File: src/rtl/fpu_issue_queue.sv
`default_nettype none
// +----------------------------------------------------------------------------+
// | fpnew_pkg (subset) / fpu_issue_queue                                        |
// | Request FIFO and issue stage feeding fpnew_top (FP32) with tag and          |
// | in-flight limiting.                                                         |
// | Revision: 1.0                                                               |
// +----------------------------------------------------------------------------+
package fpnew_pkg;
    typedef enum logic [2:0] {
        FP32, FP64, FP16, FP8, FP16ALT
    } fp_format_e;

    typedef enum logic [3:0] {
        FMADD, FNMSUB, ADD, MUL, DIV, SQRT, SGNJ, MINMAX, CMP, CLASSIFY,
        F2F, F2I, I2F, CPKAB, CPKCD
    } operation_e;

    typedef enum logic [2:0] {
        RNE = 3'b000, RTZ = 3'b001, RDN = 3'b010, RUP = 3'b011,
        RMM = 3'b100, ROD = 3'b101, DYN = 3'b111
    } roundmode_e;
endpackage

module fpu_issue_queue #(
    parameter int unsigned WIDTH           = 32,
    parameter int unsigned DEPTH           = 4,
    parameter int unsigned TAG_WIDTH       = 3,
    parameter int unsigned MAX_OUTSTANDING = 4
) (
    input  logic                        clk_i,
    input  logic                        rst_i,
    input  logic                        flush_i,
    input  logic                        req_valid_i,
    output logic                        req_ready_o,
    input  fpnew_pkg::operation_e       req_op_i,
    input  logic                        req_op_mod_i,
    input  fpnew_pkg::roundmode_e       req_rnd_i,
    input  logic [WIDTH-1:0]            req_a_i,
    input  logic [WIDTH-1:0]            req_b_i,
    output logic                        illegal_o,
    output logic [2:0][WIDTH-1:0]       fpu_operands_o,
    output fpnew_pkg::operation_e       fpu_op_o,
    output logic                        fpu_op_mod_o,
    output fpnew_pkg::roundmode_e       fpu_rnd_mode_o,
    output fpnew_pkg::fp_format_e       fpu_src_fmt_o,
    output fpnew_pkg::fp_format_e       fpu_dst_fmt_o,
    output logic [TAG_WIDTH-1:0]        fpu_tag_o,
    output logic                        fpu_valid_o,
    input  logic                        fpu_ready_i,
    input  logic                        fpu_out_valid_i,
    input  logic                        fpu_out_ready_i,
    output logic                        busy_o
);
    import fpnew_pkg::*;

    localparam int unsigned          c_ptr_w   = $clog2(DEPTH);
    localparam int unsigned          c_out_w   = $clog2(MAX_OUTSTANDING + 1);
    localparam logic [c_out_w-1:0]   c_max_out = c_out_w'(MAX_OUTSTANDING);

    typedef struct packed {
        operation_e       op;
        logic             mod;
        roundmode_e       rnd;
        logic [WIDTH-1:0] a;
        logic [WIDTH-1:0] b;
    } entry_t;

    entry_t               r_mem [DEPTH];
    logic [c_ptr_w:0]     r_wptr;
    logic [c_ptr_w:0]     r_rptr;
    logic [c_out_w-1:0]   r_outst;
    logic [TAG_WIDTH-1:0] r_tag;
    logic                 r_illegal;

    logic                 w_full;
    logic                 w_empty;
    logic                 w_legal;
    logic                 w_push;
    logic                 w_issue;
    logic                 w_comp;
    entry_t               w_head;

    assign w_full      = (r_wptr[c_ptr_w] != r_rptr[c_ptr_w]) &&
                         (r_wptr[c_ptr_w-1:0] == r_rptr[c_ptr_w-1:0]);
    assign w_empty     = (r_wptr == r_rptr);
    assign w_legal     = req_op_i inside {ADD, MUL, DIV, SQRT};
    assign req_ready_o = !w_full && !rst_i;
    // Flush discards every handshake of its own cycle.
    assign w_push      = req_valid_i && req_ready_o && w_legal && !flush_i;
    assign fpu_valid_o = !w_empty && (r_outst < c_max_out);
    assign w_issue     = fpu_valid_o && fpu_ready_i && !flush_i;
    assign w_comp      = fpu_out_valid_i && fpu_out_ready_i && (r_outst != '0);
    assign w_head      = r_mem[r_rptr[c_ptr_w-1:0]];

    always_ff @(posedge clk_i or posedge rst_i) begin
        if (rst_i) begin
            for (int i = 0; i < int'(DEPTH); i++) begin
                r_mem[i] <= '0;
            end
        end else if (w_push) begin
            r_mem[r_wptr[c_ptr_w-1:0]] <= '{op: req_op_i, mod: req_op_mod_i,
                                           rnd: req_rnd_i, a: req_a_i, b: req_b_i};
        end
    end

    always_ff @(posedge clk_i or posedge rst_i) begin
        if (rst_i) begin
            r_wptr    <= '0;
            r_rptr    <= '0;
            r_outst   <= '0;
            r_tag     <= '0;
            r_illegal <= 1'b0;
        end else if (flush_i) begin
            r_wptr    <= '0;
            r_rptr    <= '0;
            r_outst   <= '0;
            r_tag     <= '0;
            r_illegal <= 1'b0;
        end else begin
            r_illegal <= req_valid_i && req_ready_o && !w_legal;
            if (w_push) begin
                r_wptr <= r_wptr + (c_ptr_w + 1)'(1);
            end
            if (w_issue) begin
                r_rptr <= r_rptr + (c_ptr_w + 1)'(1);
                r_tag  <= r_tag + TAG_WIDTH'(1);
            end
            case ({w_issue, w_comp})
                2'b10:   r_outst <= r_outst + c_out_w'(1);
                2'b01:   r_outst <= r_outst - c_out_w'(1);
                default: r_outst <= r_outst;
            endcase
        end
    end

    // Slot layout follows fpnew: ADD uses slots 1/2, MUL/DIV 0/1, SQRT 0.
    always_comb begin
        fpu_operands_o = '0;
        case (w_head.op)
            ADD: begin
                fpu_operands_o[1] = w_head.a;
                fpu_operands_o[2] = w_head.b;
            end
            MUL, DIV: begin
                fpu_operands_o[0] = w_head.a;
                fpu_operands_o[1] = w_head.b;
            end
            SQRT: begin
                fpu_operands_o[0] = w_head.a;
            end
            default: begin
                fpu_operands_o = '0;
            end
        endcase
    end

    assign fpu_op_o       = w_head.op;
    assign fpu_op_mod_o   = w_head.mod;
    assign fpu_rnd_mode_o = w_head.rnd;
    assign fpu_src_fmt_o  = FP32;
    assign fpu_dst_fmt_o  = FP32;
    assign fpu_tag_o      = r_tag;
    assign illegal_o      = r_illegal;
    assign busy_o         = !w_empty || (r_outst != '0);

endmodule
`default_nettype wire
File: config.mk
export PLATFORM = sky130hd
export DESIGN_NAME = fpu_issue_queue
export DESIGN_NICKNAME = d
export VERILOG_FILES = /design/src/rtl/fpu_issue_queue.sv
export SDC_FILE = /design/constraint.sdc
export NUM_CORES = 1
export LEC_CHECK = 0
export BUFFER_PORTS_ARGS = -buffer_cell sky130_fd_sc_hd__buf_4
export CAP_MARGIN = 10
export CORE_MARGIN = 2
export CORE_UTILIZATION = 57
export CTS_CLUSTER_DIAMETER = 150
export CTS_CLUSTER_SIZE = 10
export DETAILED_ROUTE_END_ITERATION = 10
export GPL_ROUTABILITY_DRIVEN = 0
export PLACE_DENSITY = 0.8
export SETUP_SLACK_MARGIN = 0.2
export SLEW_MARGIN = 5
export SYNTH_ARGS = -nofsm -noshare
export SYNTH_HDL_FRONTEND = slang
export SYNTH_SLANG_ARGS = --single-unit
File: constraint.sdc
create_clock -name clk_i -period 12.2 [get_ports clk_i]
set_input_delay 2.44 -clock clk_i [delete_from_list [all_inputs] [get_ports clk_i]]
set_output_delay 2.44 -clock clk_i [all_outputs]
set_load 0.1 [all_outputs]
# ---- Word-level counts from Yosys, hierarchy flattened
# Cells that the tools add are included.
dict set report classes {
  n_addsub 5
  mul 0
  div 0
  n_lt_le_gt_ge 4
  n_eq_ne 13
  n_shift 0
  mux 18
  bitwise_logic 2
  n_reduce_logical 25
}
# op count
set op_table {}
lappend op_table {{$bwmux 288} 1}
lappend op_table {{$mux 72} 3}
lappend op_table {{$bmux 72 s2} 1}
lappend op_table {{$demux 72 s2} 1}
lappend op_table {{$mux 32} 2}
lappend op_table {{$pmux 32 s2} 1}
lappend op_table {{$mux 3} 7}
lappend op_table {{$eq 4x2->1 const B} 4}
lappend op_table {{$eq 4x3->1 const B} 4}
lappend op_table {{$add 3x1->3 const B} 4}
lappend op_table {{$logic_and 1x1->1} 12}
lappend op_table {{$ge 3x3->1 const B} 2}
lappend op_table {{$not 2->3} 2}
lappend op_table {{$pmux 3 s2} 1}
lappend op_table {{$reduce_bool 3->1} 2}
lappend op_table {{$logic_not 1->1} 5}
lappend op_table {{$reduce_bool 2->1} 2}
lappend op_table {{$reduce_bool 4->1} 1}
lappend op_table {{$eq 3x3->1} 1}
lappend op_table {{$lt 3x1->1 const B} 1}
lappend op_table {{$lt 3x3->1 const B} 1}
lappend op_table {{$reduce_or 3->1} 1}
lappend op_table {{$sub 3x1->3 const B} 1}
lappend op_table {{$eq 2x1->1 const B} 1}
lappend op_table {{other kinds (6)} 6}
dict set report word_totals {
  regBits 301
  latchBits 0
  ram_bits 0
  mem_bits_ro 0
  inputBits 79
  output_inout_bits 117
  elab_cells 92
  mem_count 0
}

# ---- Longest topological paths before layout
# Gate-level depths: netlist of run 1.
dict set report depth {
  depth_word 9
  mapped_depth 8
  depth_no_buf 6
}

# ---- Worst setup path after synthesis of run 1
# No wires, ideal clock.
dict set report synth_path {
  path_kind {input to register}
  startpoint {input rst_i}
  endpoint {register r_wptr[2]}
  setup_time_ns 0.078
  arrival_time_ns 10.924
  required_ns 12.122
  setup_slack_ns 1.197
  stages 4
  path_buffers 0
  path_cell_list {inv_1 o2111ai_1 or3_1 a21oi_1}
}
dict set report synth_via {
  elab_chain_cells 6
}
# item line
set synth_rtl {}
lappend synth_rtl {{from (decl)} 31} ;# input logic rst_i,
lappend synth_rtl {{$logic_not 1->1 (no source line)} --}
lappend synth_rtl {{$logic_and 1x1->1} 87} ;# assign req_ready_o = !w_full && !rst_i;
lappend synth_rtl {{$logic_and 1x1->1 (3 in series)} 89} ;# assign w_push = req_valid_i && req_ready_o && w_legal && !flush_i;
lappend synth_rtl {{$reduce_bool 2->1 (no source line)} --}
lappend synth_rtl {{to (signal assigned)} 122} ;# r_wptr <= r_wptr + (c_ptr_w + 1)'(1);
lappend synth_rtl {{to (decl)} 69} ;# logic [c_ptr_w:0] r_wptr;
# Every way passes these cells.
# A chain may end at the register's enable or synchronous reset.

==> results of run 1 <==
-- worst max-delay path, cell delays in order, from the launching register on --
cell                       delay [ns]
sky130_fd_sc_hd__dfrtp_4         0.92
sky130_fd_sc_hd__buf_4           0.76
sky130_fd_sc_hd__mux4_2          0.63
sky130_fd_sc_hd__nand2b_1        0.21
sky130_fd_sc_hd__or2_1           0.26
sky130_fd_sc_hd__a21oi_2         0.45
sky130_fd_sc_hd__buf_4           0.36
sky130_fd_sc_hd__a22o_1          0.22
sky130_fd_sc_hd__buf_4           0.31
-- Yosys cell counts (all sizes together), types with 3 or more instances --
library cell    n
mux2          280
nand2b          3
inv            12
clkbuf         14
ha              6
mux4           72
dfrtp         301
nand2           4
nor3            3
nor2           15
xor2            4
nor2b           4
o21ai           5
a22o           32
mux2i           7
and2           67
a21oi           6
xnor2           7
buf            53
-- power breakdown --
part           internal, mW  switching (mW)
combinational         0.343           0.935
sequential             1.09          0.0533
clock                 0.538           0.378
-- logic make-up after synthesis --
logic type | after synthesis
AND/OR/NAND/NOR | 107
AO/OA/AOI/OAI | 49
adder cells (fa/ha/maj) | 7
multiplexers | 359
flip-flops | 301
buffers and inverters | 79
other | 1
XOR/XNOR | 11
-- flip-flops by register name (all words and copies together), names as in the netlist --
name       flops
illegal_o      1
r_wptr         3
r_mem        288
r_outst        3
fpu_tag_o      3
r_rptr         3
-- per-layer routing --
| metal | vias to the layer above | part of all wire, % |
|---|---|---|
| li1 | 3669 | - |
| met4 | 0 | 1.9 |
| met5 | - | 0 |
| met1 | 4504 | 44 |
| met2 | 201 | 49 |
| met3 | 48 | 5.0 |
-- stage by stage --
step	std cells	total power, mW	hold WS (ns)	cell area [µm²]
finish	1418	3.34	0.499	16700
global route	1418	3.45	0.513	16700
CTS	1418	3.36	0.502	16700
detailed placement	1376	2.43	0.490	15700
global placement	1376	2.42	0.480	15700
floorplan	919	2.14	0.459	14200
-- cell type report --
| class | instances | share of cell area [%] |
|---|---|---|
| clock buffer | 39 | 5.59 |
| multi-input combinational | 539 | 37.2 |
| inverter | 12 | 0.315 |
| timing repair buffer | 200 | 9.07 |
| sequential | 301 | 45.2 |
| clock inverter | 3 | 0.157 |
| tap | 324 | 2.43 |
-- worst max-delay path by stage --
stage | startpoint | endpoint | cells after the start | slack, ns
after floorplan | rst_i | r_wptr[2] | 4 | 1.20
after global placement | r_rptr[0] | fpu_operands_o[34] | 8 | 5.60
after CTS | r_rptr[0] | fpu_operands_o[34] | 8 | 5.01
after detailed placement | r_rptr[0] | fpu_operands_o[34] | 8 | 5.56
after global routing | r_rptr[0] | fpu_operands_o[34] | 8 | 4.75
final | r_rptr[0] | fpu_operands_o[34] | 8 | 5.11
==> results.txt, run 1 <==
----------------------------------------------------
[Run status]
  Result of the run ... complete, no violations

[STA]
  Endpoints failing hold ... 0
  Final setup skew ... 0.0138 ns
  Final-layout setup total negative slack ... 0 ns
  Max-slew violations ... 0
  Worst Tran Pin Value ... 0.962 ns
  Max Clock Freq ... 0.141 GHz
  # setup viols final ... 0
  Setup repair after global routing missed its margin ... no
  Final critical-path required period ... 7.09 ns
  Share of the clock period used by the worst path after layout ... 58.1%
  Relative max-transition margin ... 35.9%
  Crit path setup slack, layout ... 5.11 ns

[Global routing]
  Gr busiest metal ... met2
  Via count of the first global-routing pass ... 8845
  Global-route track usage on met1 ... 35.3%
  Maximum number of pins on one net before global-route repair ... 168
  Initial antenna violation count ... 0
  Met3 global-route usage ... 5.01%
  Total routing usage reported by global routing ... 25.0%
  First-pass GRT wire length ... 50700 µm
  Aggregate global routing overflow ... 0
  Met2 global-route usage ... 40.4%

[Setup path]
  Crit Reg-Reg Startpoint ... r_rptr[1]
  Startpoint class of the critical path ... flop
  Crit end category ... output pin
  Critical Setup Path Class ... reg2out
  Crit path DAT ... 4.65 ns
  Worst-path maximum fanout ... 39
  Capture point of the worst reg-to-reg path ... r_mem[223]
  Minimum setup slack among reg-to-reg paths ... 8.14 ns
  Worst-case reg-to-reg path depth ... 7
  Data required time at the worst endpoint ... 9.76 ns

[Worst hold path]
  Startpoint of the most critical hold path ... r_mem[50]
  Cells on Worst Hold Path ... 1
  Capture endpoint of the worst hold path ... r_mem[50]
  Worst Hold Class ... reg2reg

[Cells and area]
  Layout overhead on the synthesized area ... 17.6%
  Commonest cells after routing, fill and taps aside ... sky130_fd_sc_hd__dfrtp_1, sky130_fd_sc_hd__mux2_2, sky130_fd_sc_hd__buf_4
  Multi-input combinational cell area ... 6210 µm²
  Layout cell share with drive strength beyond 1 ... 55.4%
  Area used by sequential logic in the layout ... 7540 µm²
  Commonest non-fill, non-tap cell in the layout ... sky130_fd_sc_hd__dfrtp_1
  Final Net Count ... 1176
  Final core utilization ... 68.4%
  Fillers ... 1707
  N_diodes ... 0

[Drt]
  Routed WL ... 32400 µm
  Number of nets still failing antenna checks after routing ... 0
  Number of DRC violations after detailed-routing iteration 0 ... 470
  Post-DR wirelength/cell ... 22.8 µm
  Residual DRC ... 0
  First drt pass iteration count ... 5
  Number of vias per cell ... 5.94
  Total number of vias ... 8422

[Synthesis]
  Mux contribution to synthesized area ... 34.6%
  Top cells by area in the synthesized netlist ... sky130_fd_sc_hd__dfrtp_1, sky130_fd_sc_hd__mux2_2, sky130_fd_sc_hd__mux4_2
  Post-synth top area cell ... sky130_fd_sc_hd__dfrtp_1
  Combinational family with the most area after synthesis ... multiplexers
  Gate count after technology mapping ... 914
  Share of flip-flops with an asynchronous set or reset ... 100%
  Total of warnings raised by yosys ... 0
  Count of different cell masters after synthesis ... 43
  Seq/Total Area, Yosys ... 53.1%
  Complex-gate fraction of the synthesized area ... 2.96%
  Mean area per synthesized cell ... 15.5 µm²
  Post-Synth Adder-Cell Area ... 0.670%
  Dominant register cell in the synthesized netlist ... sky130_fd_sc_hd__dfrtp_1
  Post-Syn Area ... 14200 µm²
  Post-synth top area share ... 53.1%
  Simple-Gate Fraction of Synth Area ... 4.55%
  Post-Synth XOR/XNOR Area ... 0.732%
  Flip-flop and latch count after synthesis ... 301
  EDFF count, synth ... 0

[Die]
  Die Y-Extent ... 162 µm
  Die area ... 26200 µm²
  Row count ... 57
  Effective utilization at floorplan ... 58.2%
  I/O pin total ... 196
  Floorplan die width ... 162 µm
  Core Box Area ... 24400 µm²

[CTS]
  Cts bufs inserted ... 36
  Count of instances resized after the clock tree is built ... 0
  Setup Fix Bufs, Post-CTS ... 0
  Clock latency of the later-clocked register in the worst-skew pair ... 0.50 ns
  Root Buffer Master ... sky130_fd_sc_hd__clkbuf_16
  Number of buffers added to fix hold violations after cts ... 0
  Register clock-pin slew on the reported worst setup and hold paths ... 0.06 ns
  Number of H-tree levels ... 2
  Number of buffers on the longest clock path ... 3
  # clock sinks ... 301
  Clock tree from TritonCTS ... yes

[Job]
  Number of maximum-capacitance constraint violations ... 0

[Power]
  Power per Cell Area ... 200 nW/µm²
  Worst supply voltage drop on vdd ... 137 µV
  Cell leakage power ... 7.95 nW

[Place]
  Sum of net half-perimeters after detailed placement ... 20900 µm
  Worst slack after detailed placement ... 5.56 ns
  PortBufs ... 189

----------------------------------------------------
Note: power is estimated with default switching activity, not from simulation.
==> run 2, diff against run 1 <==
- clock period: 12.2 -> 6.8 ns (I/O delays scaled with it)
==> results.txt, run 2 (synthesized netlist as in run 1, its figures left out) <==
----------------------------------------------------
[Run status]
  Result of the run ... complete, no violations (unchanged)

[STA]
  Final-layout setup total negative slack ... 0 ns (unchanged)
  Endpoints failing hold ... 0 (unchanged)
  Relative max-transition margin ... 22.3% (was 35.9%)
  Worst Tran Pin Value ... 1.16 ns (was 0.962 ns)
  Max Clock Freq ... 0.180 GHz
  Setup repair after global routing missed its margin ... no (unchanged)
  Crit path setup slack, layout ... 1.23 ns (was 5.11 ns)
  Worst Hold Margin ... 0.499 ns (about the same)
  Share of the clock period used by the worst path after layout ... 81.9%
  Final critical-path required period ... 5.57 ns
  # setup viols final ... 0 (unchanged)
  Final setup skew ... 0.0263 ns (was 0.0138 ns)
  Max-slew violations ... 0 (unchanged)

[Global routing]
  Aggregate global routing overflow ... 0 (unchanged)
  Total routing usage reported by global routing ... 25.6% (was 25.0%)
  Via count of the first global-routing pass ... 8938 (was 8845)
  First-pass GRT wire length ... 51800 µm (was 50700 µm)
  Maximum number of pins on one net before global-route repair ... 149 (was 168)
  Initial antenna violation count ... 1 (was 0)

[Setup path]
  Startpoint class of the critical path ... flop (unchanged)
  Crit end category ... output pin (unchanged)
  Worst-path maximum fanout ... 39 (unchanged)
  Data required time at the worst endpoint ... 5.44 ns (was 9.76 ns)
  Critical Setup Path Class ... reg2out (unchanged)
  Crit path DAT ... 4.21 ns (was 4.65 ns)

[Power]
  Fraction of power consumed by combinational cells ... 38.4% (was 38.3%)
  Internal Power ... 3.53 mW (was 1.97 mW)
  Share of power burned in registers ... 34.3% (was 34.2%)
  Total net switching power ... 2.44 mW (was 1.37 mW)
  Net switching fraction of the power ... 40.9% (was 41.0%)
  Total design power ... 5.97 mW (was 3.34 mW)
  Clock network fraction of design power ... 27.3% (was 27.5%)
  Power per Cell Area ... 358 nW/µm² (was 200 nW/µm²)
  Worst supply voltage drop on vdd ... 262 µV (was 137 µV)
  Cell leakage power ... 7.94 nW (was 7.95 nW)

[Cells and area]
  Final core utilization ... 68.4% (about the same)
  Commonest cells after routing, fill and taps aside ... sky130_fd_sc_hd__dfrtp_1, sky130_fd_sc_hd__mux2_2, sky130_fd_sc_hd__buf_4 (unchanged)
  Fillers ... 1731 (was 1707)
  Cell area after layout ... 16700 µm² (about the same)
  Flip-flop count of the largest register, all copies and words added ... 288 (unchanged)
  Final standard cell count with taps included and fillers excluded ... 1418 (unchanged)
  N_diodes ... 0 (unchanged)
  Layout cell share with drive strength beyond 1 ... 55.3% (was 55.4%)
  Largest register by flop count ... r_mem (unchanged)
  Layout overhead on the synthesized area ... 17.6% (about the same)
  Commonest non-fill, non-tap cell in the layout ... sky130_fd_sc_hd__dfrtp_1 (unchanged)
  Final Net Count ... 1177 (was 1176)

[Die]
  I/O pin total ... 196 (unchanged)
  Effective utilization at floorplan ... 58.2% (unchanged)
  Core Box Area ... 24400 µm² (unchanged)
  Die Y-Extent ... 162 µm (unchanged)
  Die area ... 26200 µm² (unchanged)
  Row count ... 57 (unchanged)
  Floorplan die width ... 162 µm (unchanged)

[Place]
  Cells after DPL ... 1377 (was 1376)
  DP Area ... 15700 µm² (about the same)
  PortBufs ... 189 (unchanged)
  Sum of net half-perimeters after detailed placement ... 21600 µm (was 20900 µm)
  Worst slack after detailed placement ... 1.70 ns (was 5.56 ns)

[Drt]
  Number of nets still failing antenna checks after routing ... 0 (unchanged)
  Routed WL ... 32500 µm (was 32400 µm)
  Total number of vias ... 8420 (was 8422)
  Number of DRC violations after detailed-routing iteration 0 ... 496 (was 470)
  Number of vias per cell ... 5.94 (about the same)
  Post-DR wirelength/cell ... 22.9 µm (was 22.8 µm)
  Residual DRC ... 0 (unchanged)
  First drt pass iteration count ... 4 (was 5)

[Worst hold path]
  Worst Hold Class ... reg2reg (unchanged)

[CTS]
  Clock latency of the later-clocked register in the worst-skew pair ... 0.50 ns (about the same)
  Count of instances resized after the clock tree is built ... 0 (unchanged)
  Root Buffer Master ... sky130_fd_sc_hd__clkbuf_16 (unchanged)
  Number of buffers added to fix hold violations after cts ... 0 (unchanged)
  # clock sinks ... 301 (unchanged)
  Cts bufs inserted ... 36 (unchanged)
  Clock tree from TritonCTS ... yes (unchanged)
  Number of buffers on the longest clock path ... 3 (unchanged)
  Setup Fix Bufs, Post-CTS ... 0 (unchanged)
  Register clock-pin slew on the reported worst setup and hold paths ... 0.06 ns (about the same)
  Number of H-tree levels ... 2 (unchanged)

[Job]
  Number of maximum-capacitance constraint violations ... 0 (unchanged)

----------------------------------------------------
run 2: cell types whose count changed in the layout (fill, tap and decap cells not counted), sizes merged:
cell      delta
inv          -3
buf          +1
clkbuf       +1
clkinvlp     +1
run 2: final timing paths:
| check | from | cells after the start | end | slack, ns |
|---|---|---|---|---|
| max in group asynchronous | rst_i | 4 | r_mem[50] | 3.81 |
| worst max register to register | r_rptr[1] | 7 | r_mem[272] | 2.75 |
| worst min-delay path | r_mem[126] | 1 | r_mem[126] | 0.50 |
| worst min register to register | r_mem[126] | 1 | r_mem[126] | 0.50 |
| worst max-delay path | r_rptr[0] | 6 | fpu_operands_o[50] | 1.23 |
| min in group asynchronous | rst_i | 2 | illegal_o | 0.94 |
run 2: final cells by class:
cell class	count	area, µm²	area share (%)
inverter	12	48.8	0.293
clock buffer	40	937	5.62
timing repair buffer	201	1520	9.12
sequential	301	7540	45.2
clock inverter	1	8.76	0.0525
multi-input combinational	539	6220	37.3
tap	324	405	2.43
run 2: power groups by stage:
stage / combinational (mW) / sequential [mW] / clock (mW)
2_1_floorplan: 1.80 / 2.04 / 0
3_3_place_gp: 2.28 / 2.07 / 0
3_5_place_dp: 2.30 / 2.08 / 0
4_1_cts: 2.30 / 2.05 / 1.66
5_1_grt: 2.36 / 2.06 / 1.74
6_report: 2.29 / 2.04 / 1.63
run 2: routing by layer:
layer  vias to the layer above  wire length [µm]  global-route usage [%]
met1                      4498             14100                    36.1
met4                         2               625                    6.64
li1                       3683                 -                       -
met2                       192             16200                    42.0
met5                         -                16                       0
met3                        45              1560                    4.55
run 2: worst max-delay path, cell delays in order, from the launching register on:
cell	delay, ns
sky130_fd_sc_hd__dfrtp_4	0.97
sky130_fd_sc_hd__mux4_2	0.64
sky130_fd_sc_hd__nand2b_1	0.22
sky130_fd_sc_hd__nor3_4	0.89
sky130_fd_sc_hd__buf_4	0.46
sky130_fd_sc_hd__a22o_1	0.20
sky130_fd_sc_hd__buf_4	0.29
==> run 3, diff against run 2 <==
- CORE_UTILIZATION: 57 -> 52
- PLACE_DENSITY: 0.8 -> 0.77
- clock period: 6.8 -> 4.46 ns (I/O delays scaled with it)
==> results.txt, run 3 (synthesized netlist as in run 1, its figures left out) <==
----------------------------------------------------
[STA]
  Max-slew violations ... 0 (unchanged)
  Share of the clock period used by the worst path after layout ... 91.9%
  Final critical-path required period ... 4.10 ns
  Max Clock Freq ... 0.244 GHz
  # setup viols final ... 0 (unchanged)
  Worst Tran Pin Value ... 0.977 ns (was 1.16 ns)
  Crit path setup slack, layout ... 0.359 ns (was 1.23 ns)
  Setup repair after global routing missed its margin ... no (unchanged)
  Relative max-transition margin ... 34.9% (was 22.3%)
  Final setup skew ... 0.0152 ns (was 0.0263 ns)
  Endpoints failing hold ... 0 (unchanged)

[Setup path]
  Slowest-stage cell, CP ... sky130_fd_sc_hd__dfrtp_4 (unchanged)
  Critical path depth ... 7 (was 6)
  Critical Setup Path Class ... reg2out (unchanged)
  Data required time at the worst endpoint ... 3.57 ns (was 5.44 ns)
  Crit-path most repeated cell ... sky130_fd_sc_hd__buf_4 (unchanged)
  Ordered list of cells on the worst path ... mux4_2 > nand2b_1 > or2_1 > a21oi_2 > buf_4 > and2_1 > buf_4 (was mux4_2 > nand2b_1 > nor3_4 > buf_4 > a22o_1 > buf_4)
  Crit path largest cell delay ... 0.65 ns (was 0.97 ns)
  Worst-case reg-to-reg path depth ... 8 (was 7)
  Minimum setup slack among reg-to-reg paths ... 1.07 ns (was 2.75 ns)
  Crit path DAT ... 3.21 ns (was 4.21 ns)
  Startpoint class of the critical path ... flop (unchanged)
  Delay-heaviest family, CP ... simple AND/OR/NAND/NOR gates (unchanged)
  Crit end category ... output pin (unchanged)
  Number of buffers and inverters on the critical path ... 2 (unchanged)
  Worst-path maximum fanout ... 22 (was 39)

[Drt]
  First drt pass iteration count ... 4 (unchanged)
  Number of DRC violations after detailed-routing iteration 0 ... 576 (was 496)
  Number of nets still failing antenna checks after routing ... 0 (unchanged)
  Residual DRC ... 0 (unchanged)
  Routed WL ... 33300 µm (was 32500 µm)
  Post-DR wirelength/cell ... 23.0 µm (was 22.9 µm)
  Total number of vias ... 8391 (was 8420)
  Number of vias per cell ... 5.81 (was 5.94)

[CTS]
  Cts bufs inserted ... 36 (unchanged)
  # clock sinks ... 301 (unchanged)
  Number of H-tree levels ... 2 (unchanged)
  Clock tree from TritonCTS ... yes (unchanged)
  Number of buffers on the longest clock path ... 3 (unchanged)
  Register clock-pin slew on the reported worst setup and hold paths ... 0.06 ns (about the same)
  Root Buffer Master ... sky130_fd_sc_hd__clkbuf_16 (unchanged)
  Clock latency of the later-clocked register in the worst-skew pair ... 0.51 ns (was 0.50 ns)

[Worst hold path]
  Worst Hold Class ... in2async (was reg2reg)

[Global routing]
  Met3 global-route usage ... 5.32% (was 4.55%)
  Via count of the first global-routing pass ... 9024 (was 8938)
  Maximum number of pins on one net before global-route repair ... 173 (was 149)
  Total routing usage reported by global routing ... 23.8% (was 25.6%)
  Met2 global-route usage ... 38.1% (was 42.0%)
  Aggregate global routing overflow ... 0 (unchanged)
  Global-route track usage on met1 ... 32.1% (was 36.1%)
  Gr busiest metal ... met2 (unchanged)
  First-pass GRT wire length ... 52100 µm (was 51800 µm)
  Initial antenna violation count ... 1 (unchanged)

[Power]
  Power per Cell Area ... 545 nW/µm² (was 358 nW/µm²)
  Worst supply voltage drop on vdd ... 385 µV (was 262 µV)
  Fraction of power consumed by combinational cells ... 38.4% (about the same)
  Cell leakage power ... 8.02 nW (was 7.94 nW)
  Share of power burned in registers ... 33.7% (was 34.3%)
  Clock network fraction of design power ... 28.0% (was 27.3%)
  Net switching fraction of the power ... 40.9% (about the same)
  Internal Power ... 5.44 mW (was 3.53 mW)
  Total design power ... 9.20 mW (was 5.97 mW)
  Total net switching power ... 3.76 mW (was 2.44 mW)

[Run status]
  Result of the run ... complete, no violations (unchanged)

[Cells and area]
  Final core utilization ... 62.8% (was 68.4%)
  Final Net Count ... 1184 (was 1177)
  Flip-flop count of the largest register, all copies and words added ... 288 (unchanged)
  Commonest cells after routing, fill and taps aside ... sky130_fd_sc_hd__dfrtp_1, sky130_fd_sc_hd__mux2_2, sky130_fd_sc_hd__buf_4 (unchanged)
  Cell area after layout ... 16900 µm² (was 16700 µm²)
  Layout overhead on the synthesized area ... 18.9% (was 17.6%)
  Largest register by flop count ... r_mem (unchanged)
  Commonest non-fill, non-tap cell in the layout ... sky130_fd_sc_hd__dfrtp_1 (unchanged)
  Layout cell share with drive strength beyond 1 ... 55.7% (was 55.3%)

[Die]
  Die area ... 28600 µm² (was 26200 µm²)
  Row count ... 60 (was 57)
  I/O pin total ... 196 (unchanged)
  Die Y-Extent ... 169 µm (was 162 µm)
  Floorplan die width ... 169 µm (was 162 µm)
  Effective utilization at floorplan ... 52.8% (was 58.2%)
  Core Box Area ... 26900 µm² (was 24400 µm²)

[Place]
  Worst slack after detailed placement ... 0.776 ns (was 1.70 ns)
  PortBufs ... 189 (unchanged)
  DP Area ... 15900 µm² (was 15700 µm²)
  Sum of net half-perimeters after detailed placement ... 21800 µm (was 21600 µm)

[Job]
  Number of maximum-capacitance constraint violations ... 0 (unchanged)

----------------------------------------------------
run 3: metrics by stage:
stage / hold WS (ns) / TNS [ns] / std cells
after global routing: 0.310 / 0 / 1444
after CTS: 0.300 / 0 / 1443
after floorplan: 0.459 / -138.93 / 919
final: 0.314 / 0 / 1445
after detailed placement: 0.485 / 0 / 1400
after global placement: 0.480 / 0 / 1400
run 3: power by group through the flow:
stage	sequential [mW]	clock, mW	combinational (mW)
finish	3.10	2.57	3.53
global route	3.13	2.74	3.65
CTS	3.10	2.62	3.54
detailed placement	3.14	0	3.54
global placement	3.13	0	3.51
floorplan	3.11	0	2.74
run 3: metal layers:
metal  wire, µm  vias to the layer above
met2      16100                      185
met3       1910                       66
met4       1190                        0
li1           -                     3679
met1      14100                     4461
met5          0                        -
run 3: layout make-up:
| class | instances | area, µm² |
|---|---|---|
| clock buffer | 41 | 962 |
| fill | 1997 | 10000 |
| inverter | 12 | 48.8 |
| sequential | 301 | 7540 |
| tap | 341 | 427 |
| antenna | 1 | 2.50 |
| timing repair buffer | 208 | 1650 |
| multi-input combinational | 539 | 6210 |
| clock inverter | 2 | 25.0 |
run 3: path summary, 6_finish.rpt:
path	start	to
min in group clk_i	r_mem[143]	r_mem[143]
min	rst_i	fpu_tag_o[2]
max reg2reg	r_rptr[0]	r_mem[195]
max	r_rptr[1]	fpu_operands_o[5]
min reg2reg	r_mem[143]	r_mem[143]
max in group asynchronous	rst_i	r_mem[63]
run 3: worst register-to-register path, delay by kind of cell, from the launching register on:
kind | cells | cell delay (ns)
AO/OA/AOI/OAI | 1 | 0.13
XOR/XNOR | 1 | 0.30
buffers and inverters | 3 | 1.18
flip-flops | 1 | 0.43
multiplexers | 1 | 0.38
AND/OR/NAND/NOR | 2 | 0.84
run 3: repair_timing:
item | CTS | global route
hold buffers | 0 | 0
endpoints found under the hold margin | 0 | 0
endpoints found under the setup margin | 0 | 56
resized for setup | 0 | 1
buffers inserted | 0 | 1
